### src/rtl/rf_pkg.sv
// Shared widths and constants for the register-file writeback path.
package rf_pkg;
    localparam int ADDR_W = 5;
    localparam int DATA_W = 32;
    localparam logic [4:0] REG_ZERO = 5'd0;
endpackage

### src/rtl/rr_arbiter2.sv
// Two-requester round-robin arbiter with a 1-bit priority pointer.
// The pointer moves away from whichever requester was just granted unless the caller holds it.
module rr_arbiter2 (
    input  logic       clk,
    input  logic       rst_n,
    input  logic       en,
    input  logic [1:0] req,
    input  logic       hold,
    output logic [1:0] gnt
);
    logic ptr_q, ptr_d;

    always_comb begin
        gnt   = 2'b00;
        ptr_d = ptr_q;
        if (en) begin
            case (req)
                2'b01:   gnt = 2'b01;
                2'b10:   gnt = 2'b10;
                2'b11:   gnt = ptr_q ? 2'b10 : 2'b01;
                default: gnt = 2'b00;
            endcase
        end
        // Granting req0 hands priority to req1 next time, and vice versa.
        if ((|gnt) && !hold) ptr_d = gnt[0];
    end

    always_ff @(posedge clk or negedge rst_n) begin
        if (!rst_n) ptr_q <= 1'b0;
        else        ptr_q <= ptr_d;
    end
endmodule

### src/rtl/regfile_wb_arbiter.sv
// Arbitrates ALU and load writebacks onto the single register-file write port,
// stages the winner for one cycle, and forwards the staged write to rs/rt readers.
module regfile_wb_arbiter
    import rf_pkg::*;
#(
    parameter int ADDR_W = rf_pkg::ADDR_W,
    parameter int DATA_W = rf_pkg::DATA_W
) (
    input  logic              clk,
    input  logic              rst_n,
    input  logic              wb_en,
    input  logic              req0_valid,
    input  logic [ADDR_W-1:0] req0_addr,
    input  logic [DATA_W-1:0] req0_data,
    output logic              req0_ready,
    input  logic              req1_valid,
    input  logic [ADDR_W-1:0] req1_addr,
    input  logic [DATA_W-1:0] req1_data,
    output logic              req1_ready,
    output logic              rf_we,
    output logic [ADDR_W-1:0] rf_waddr,
    output logic [DATA_W-1:0] rf_wdata,
    input  logic [ADDR_W-1:0] rsaddr,
    input  logic [ADDR_W-1:0] rtaddr,
    input  logic [DATA_W-1:0] rsdata_rf,
    input  logic [DATA_W-1:0] rtdata_rf,
    output logic [DATA_W-1:0] rsdata,
    output logic [DATA_W-1:0] rtdata
);
    localparam logic [ADDR_W-1:0] ZERO = ADDR_W'(REG_ZERO);

    logic [1:0]        gnt;
    logic              collision;
    logic              granted;
    logic [ADDR_W-1:0] sel_addr;
    logic [DATA_W-1:0] sel_data;
    logic              rf_we_q, rf_we_d;
    logic [ADDR_W-1:0] rf_waddr_q, rf_waddr_d;
    logic [DATA_W-1:0] rf_wdata_q, rf_wdata_d;

    // Same nonzero destination from both sides: the load is younger, so it wins
    // and the ALU result is simply retired without a write.
    assign collision = wb_en && req0_valid && req1_valid &&
                       (req0_addr == req1_addr) && (req0_addr != ZERO);

    rr_arbiter2 u_arb (
        .clk   (clk),
        .rst_n (rst_n),
        .en    (wb_en),
        .req   ({req1_valid, req0_valid}),
        .hold  (collision),
        .gnt   (gnt)
    );

    assign req0_ready = collision || gnt[0];
    assign req1_ready = collision || gnt[1];
    assign granted    = collision || (|gnt);

    always_comb begin
        sel_addr   = req0_addr;
        sel_data   = req0_data;
        rf_we_d    = 1'b0;
        rf_waddr_d = rf_waddr_q;
        rf_wdata_d = rf_wdata_q;
        if (collision || gnt[1]) begin
            sel_addr = req1_addr;
            sel_data = req1_data;
        end
        // Writes to $zero are accepted but never reach the register file.
        if (granted && (sel_addr != ZERO)) begin
            rf_we_d    = 1'b1;
            rf_waddr_d = sel_addr;
            rf_wdata_d = sel_data;
        end
    end

    always_ff @(posedge clk or negedge rst_n) begin
        if (!rst_n) begin
            rf_we_q    <= 1'b0;
            rf_waddr_q <= '0;
            rf_wdata_q <= '0;
        end else begin
            rf_we_q    <= rf_we_d;
            rf_waddr_q <= rf_waddr_d;
            rf_wdata_q <= rf_wdata_d;
        end
    end

    assign rf_we    = rf_we_q;
    assign rf_waddr = rf_waddr_q;
    assign rf_wdata = rf_wdata_q;

    assign rsdata = (rsaddr == ZERO) ? '0 :
                    (rf_we_q && (rf_waddr_q == rsaddr)) ? rf_wdata_q : rsdata_rf;
    assign rtdata = (rtaddr == ZERO) ? '0 :
                    (rf_we_q && (rf_waddr_q == rtaddr)) ? rf_wdata_q : rtdata_rf;
endmodule

### config.mk
export PLATFORM = sky130hd
export DESIGN_NAME = regfile_wb_arbiter
export DESIGN_NICKNAME = d
export VERILOG_FILES = /design/src/rtl/rf_pkg.sv /design/src/rtl/rr_arbiter2.sv /design/src/rtl/regfile_wb_arbiter.sv
export SDC_FILE = /design/constraint.sdc
export NUM_CORES = 1
export LEC_CHECK = 0
export ABC_AREA = 1
export BUFFER_PORTS_ARGS = -buffer_cell sky130_fd_sc_hd__buf_2
export CORE_AREA = 2 2 100 102
export CTS_CLUSTER_DIAMETER = 200
export DETAILED_ROUTE_END_ITERATION = 10
export DIE_AREA = 0 0 102 104
export PLACE_DENSITY = 0.8
export SYNTH_ARGS = -nofsm -noshare
export SYNTH_HDL_FRONTEND = slang
export SYNTH_SLANG_ARGS = --single-unit
### constraint.sdc
create_clock -name clk -period 5.7 [get_ports clk]
set_clock_uncertainty 0.2 [all_clocks]
set_input_delay 1.14 -clock clk [delete_from_list [all_inputs] [get_ports clk]]
set_output_delay 1.14 -clock clk [all_outputs]
set_load 0.01 [all_outputs]
==> results.yml <==
yosys:
  seq_area_frac_synth_pct: 28.7
  synth_warnings: 0
  synth.cell_area_sq_mm: 0.00340
  synthCells: 584
  avgSynthCellArea_sq_um: 5.82
  synth.distinct_cells: 23
  syn-num-nets: 737
  synth_seq_cells: 39
  synth_ff_type: "dfrtp_1"
  synth_edf_count: 0
  async_flop_share_pct: 100
global_routing:
  grt_max_degree: 40
  grt_pass1_vias: 4293
  grt_antenna_before_repair: 0
  grt_use_total_pct: 24.6
  overflow: 0
  grt_pass1_wl_microns: 21200
critical_path:
  cp.arrival_ps: 3270
  cp_slowest_cell: "nand2_1"
  crit_path_cell_trace: "buf_2, xor2_1, nor3_2, buf_4, nand2_1, nand2_1, a21oi_1, buf_2"
  endpoint_kind: "output port"
  cp.buffers_inverters: 3
  worstSetupStartpointType: "input port"
  r2r_slack_ps: 2910
  crit_fanout: 33
  rr_worst_depth: 9
  crit_family: "simple AND/OR/NAND/NOR gates"
  crit_type: "in2out"
  cp_slowest_stage_delay_ps: 770
  r2r-end: "rf_wdata[27]$_DFFE_PN0P_"
  cp_data_required_time_ps: 4360
  r2r_start: "u_arb.ptr_q$_DFFE_PN0P_"
power:
  clockPowerShare_pct: 19.2
  p_int_mw: 0.623
  power.leakage_nw: 2.87
  p_comb_share_pct: 43.1
  power_frac_seq_pct: 37.7
  p_switching_mw: 0.439
  p_sw_share_pct: 41.3
  powerDensity_mw_per_mm2: 218
  peakVddDrop_v: 0.000108
placed_design:
  io_buffers: 256
  postPlaceCellArea_sq_mm: 0.00477
  gp_congestion: 0.874
  place_hpwl_microns: 9900
min_path:
  hold_end: "u_arb.ptr_q$_DFFE_PN0P_"
  whs_path_depth: 2
  worstHoldStart: "u_arb.ptr_q$_DFFE_PN0P_"
  worstHoldPathType: "reg2reg"
layout:
  layout-drive-gt1-share_pct: 35.4
  syn_to_final_growth_pct: 43.3
  final_nets: 963
  fin_area_sq_mm: 0.00487
  final-seq-area_sq_um: 976
  diodes: 0
  multi_input_area_sq_mm: 0.00218
  fill_cells: 1047
drt:
  highest_layer: "met4"
  wl_met1_microns: 5910
  viasPerCell: 5.09
  wl_met3_microns: 1240
  first_pass_iters: 7
  wirelength_microns: 13700
  dr.first_iter.drc_count: 258
  wl_per_cell_microns: 14.5
  ant_nets: 0
  met2WireLength_microns: 6300
  remaining_drc_errors: 0
  vias: 4803
clock_network:
  clkLatencyLatePin_ps: 290
  clk_pin_slew_ps: 80
  cts_resized: 0
  cts_tree: "built"
  cts_sinks: 39
  cts_made_buffers: 5
  cts_setup_buffers: 0
  clk_path_buf_depth: 2
  hold_buffers: 0
  root_buffer: "clkbuf_8"
  htree_num_levels: 2
floorplan:
  io_pins: 257
  die_y_microns: 104
  core_area_sq_mm: 0.00955
  row_count: 36
  dieArea_sq_mm: 0.0106
  die_width_microns: 102
  start_util_pct: 35.6
sta:
  rsz0062_at_grt: "false"
  slew_viol_final: 0
  hold_violations: 0
  min_period_ps: 4610
  max_slew.worst_pin.slew_ps: 1220
  slew-limit-headroom_pct: 18.7
  fin_crit_sh_pct: 80.9
  setup_viol: 0
  max_freq_mhz: 217
  finalSetupTns_ps: 0
run:
  drv_cap: 0
status:
  outcome: "completed"
## power groups by stage
stage               combinational (mW)  sequential (mW)  clock [mW]
finish                           0.458            0.401       0.204
detailed placement               0.457            0.405           0
global placement                 0.450            0.404           0
CTS                              0.458            0.400       0.213
floorplan                        0.226            0.413           0
global route                     0.508            0.410       0.227
## layout by cell type (no fill, tap or decap), types with 2 or more instances in the layout
master / count
buf_2: 256
nand2_1: 239
nand3_1: 138
a21oi_1: 64
dfrtp_1: 39
inv_1: 23
buf_4: 10
nor2_1: 8
clkbuf_8: 7
o21ai_0: 4
xor2_1: 4
a2111oi_4: 2
o22ai_1: 2
nor3_2: 2
nor4_2: 2
inv_2: 2
nand3_2: 2
nand2_2: 2
## final cells by class
type | instances | area share [%]
Clock buffer | 8 | 2.06
Timing Repair Buffer | 266 | 27.9
Tap cell | 133 | 3.42
Multi-Input combinational cell | 473 | 44.7
Inverter | 25 | 1.93
Sequential cell | 39 | 20.0
## synth_stat cells (all sizes together) (2+ instances only)
master | instances | area [sq um]
nand2 | 241 | 910
nand3 | 140 | 706
a21oi | 64 | 320
dfrtp | 39 | 976
clkbuf | 30 | 113
inv | 25 | 93.8
buf | 17 | 100
nor2 | 8 | 30.0
o21ai | 5 | 25.0
xor2 | 4 | 35.0
a2111oi | 2 | 30.0
nor3 | 2 | 10.0
nor4 | 2 | 12.5
o21bai | 2 | 18.8
o22ai | 2 | 12.5
## worst min-delay path: stages (launching register included)
cell	delay, ps
dfrtp_1	350
nand2_1	50
o21ai_0	60
## routing by layer
metal,up-vias,track usage (%)
met2,276,40.3
met3,20,3.36
li1,2368,-
met1,2139,33.5
met5,-,0
met4,0,7.05
## state kept, by name, summed over array words and instances (netlist names)
signal       flops
rf_waddr         5
rf_we            1
rf_wdata        32
u_arb.ptr_q      1
## cell families (layout without fill, tap and decap cells)
logic type / after synthesis / count (layout) / synth area share, %
AND/OR/NAND/NOR: 394 / 394 / 49.3
AO/OA/AOI/OAI: 75 / 75 / 12.0
buffers and inverters: 72 / 299 / 9.02
flip-flops: 39 / 39 / 28.7
XOR/XNOR: 4 / 4 / 1.03
## per-stage QoR
step / hold WS (ps) / util [%] / setup WS, ps / power [mW] / std cells
finish: 296 / 51.0 / 1090 / 1.06 / 944
global route: 348 / 51.0 / 900 / 1.14 / 944
CTS: 306 / 51.0 / 1120 / 1.07 / 944
detailed placement: 286 / 49.9 / 1130 / 0.862 / 936
global placement: 273 / 49.9 / 1200 / 0.854 / 936
floorplan: 253 / - / 2000 / 0.639 / 584
## how the worst max path moves through the flow
stage | start | cells after the start | end | slack, ps
global route | rtaddr[4] | 8 | rtdata[21] | 900
CTS | rtaddr[4] | 8 | rtdata[17] | 1120
floorplan | rsaddr[0] | 6 | rsdata[10] | 2000
global placement | rtaddr[4] | 8 | rtdata[21] | 1200
finish | rtaddr[4] | 8 | rtdata[17] | 1090
detailed placement | rtaddr[4] | 8 | rtdata[17] | 1130
Power figures use the tool's default switching activity.
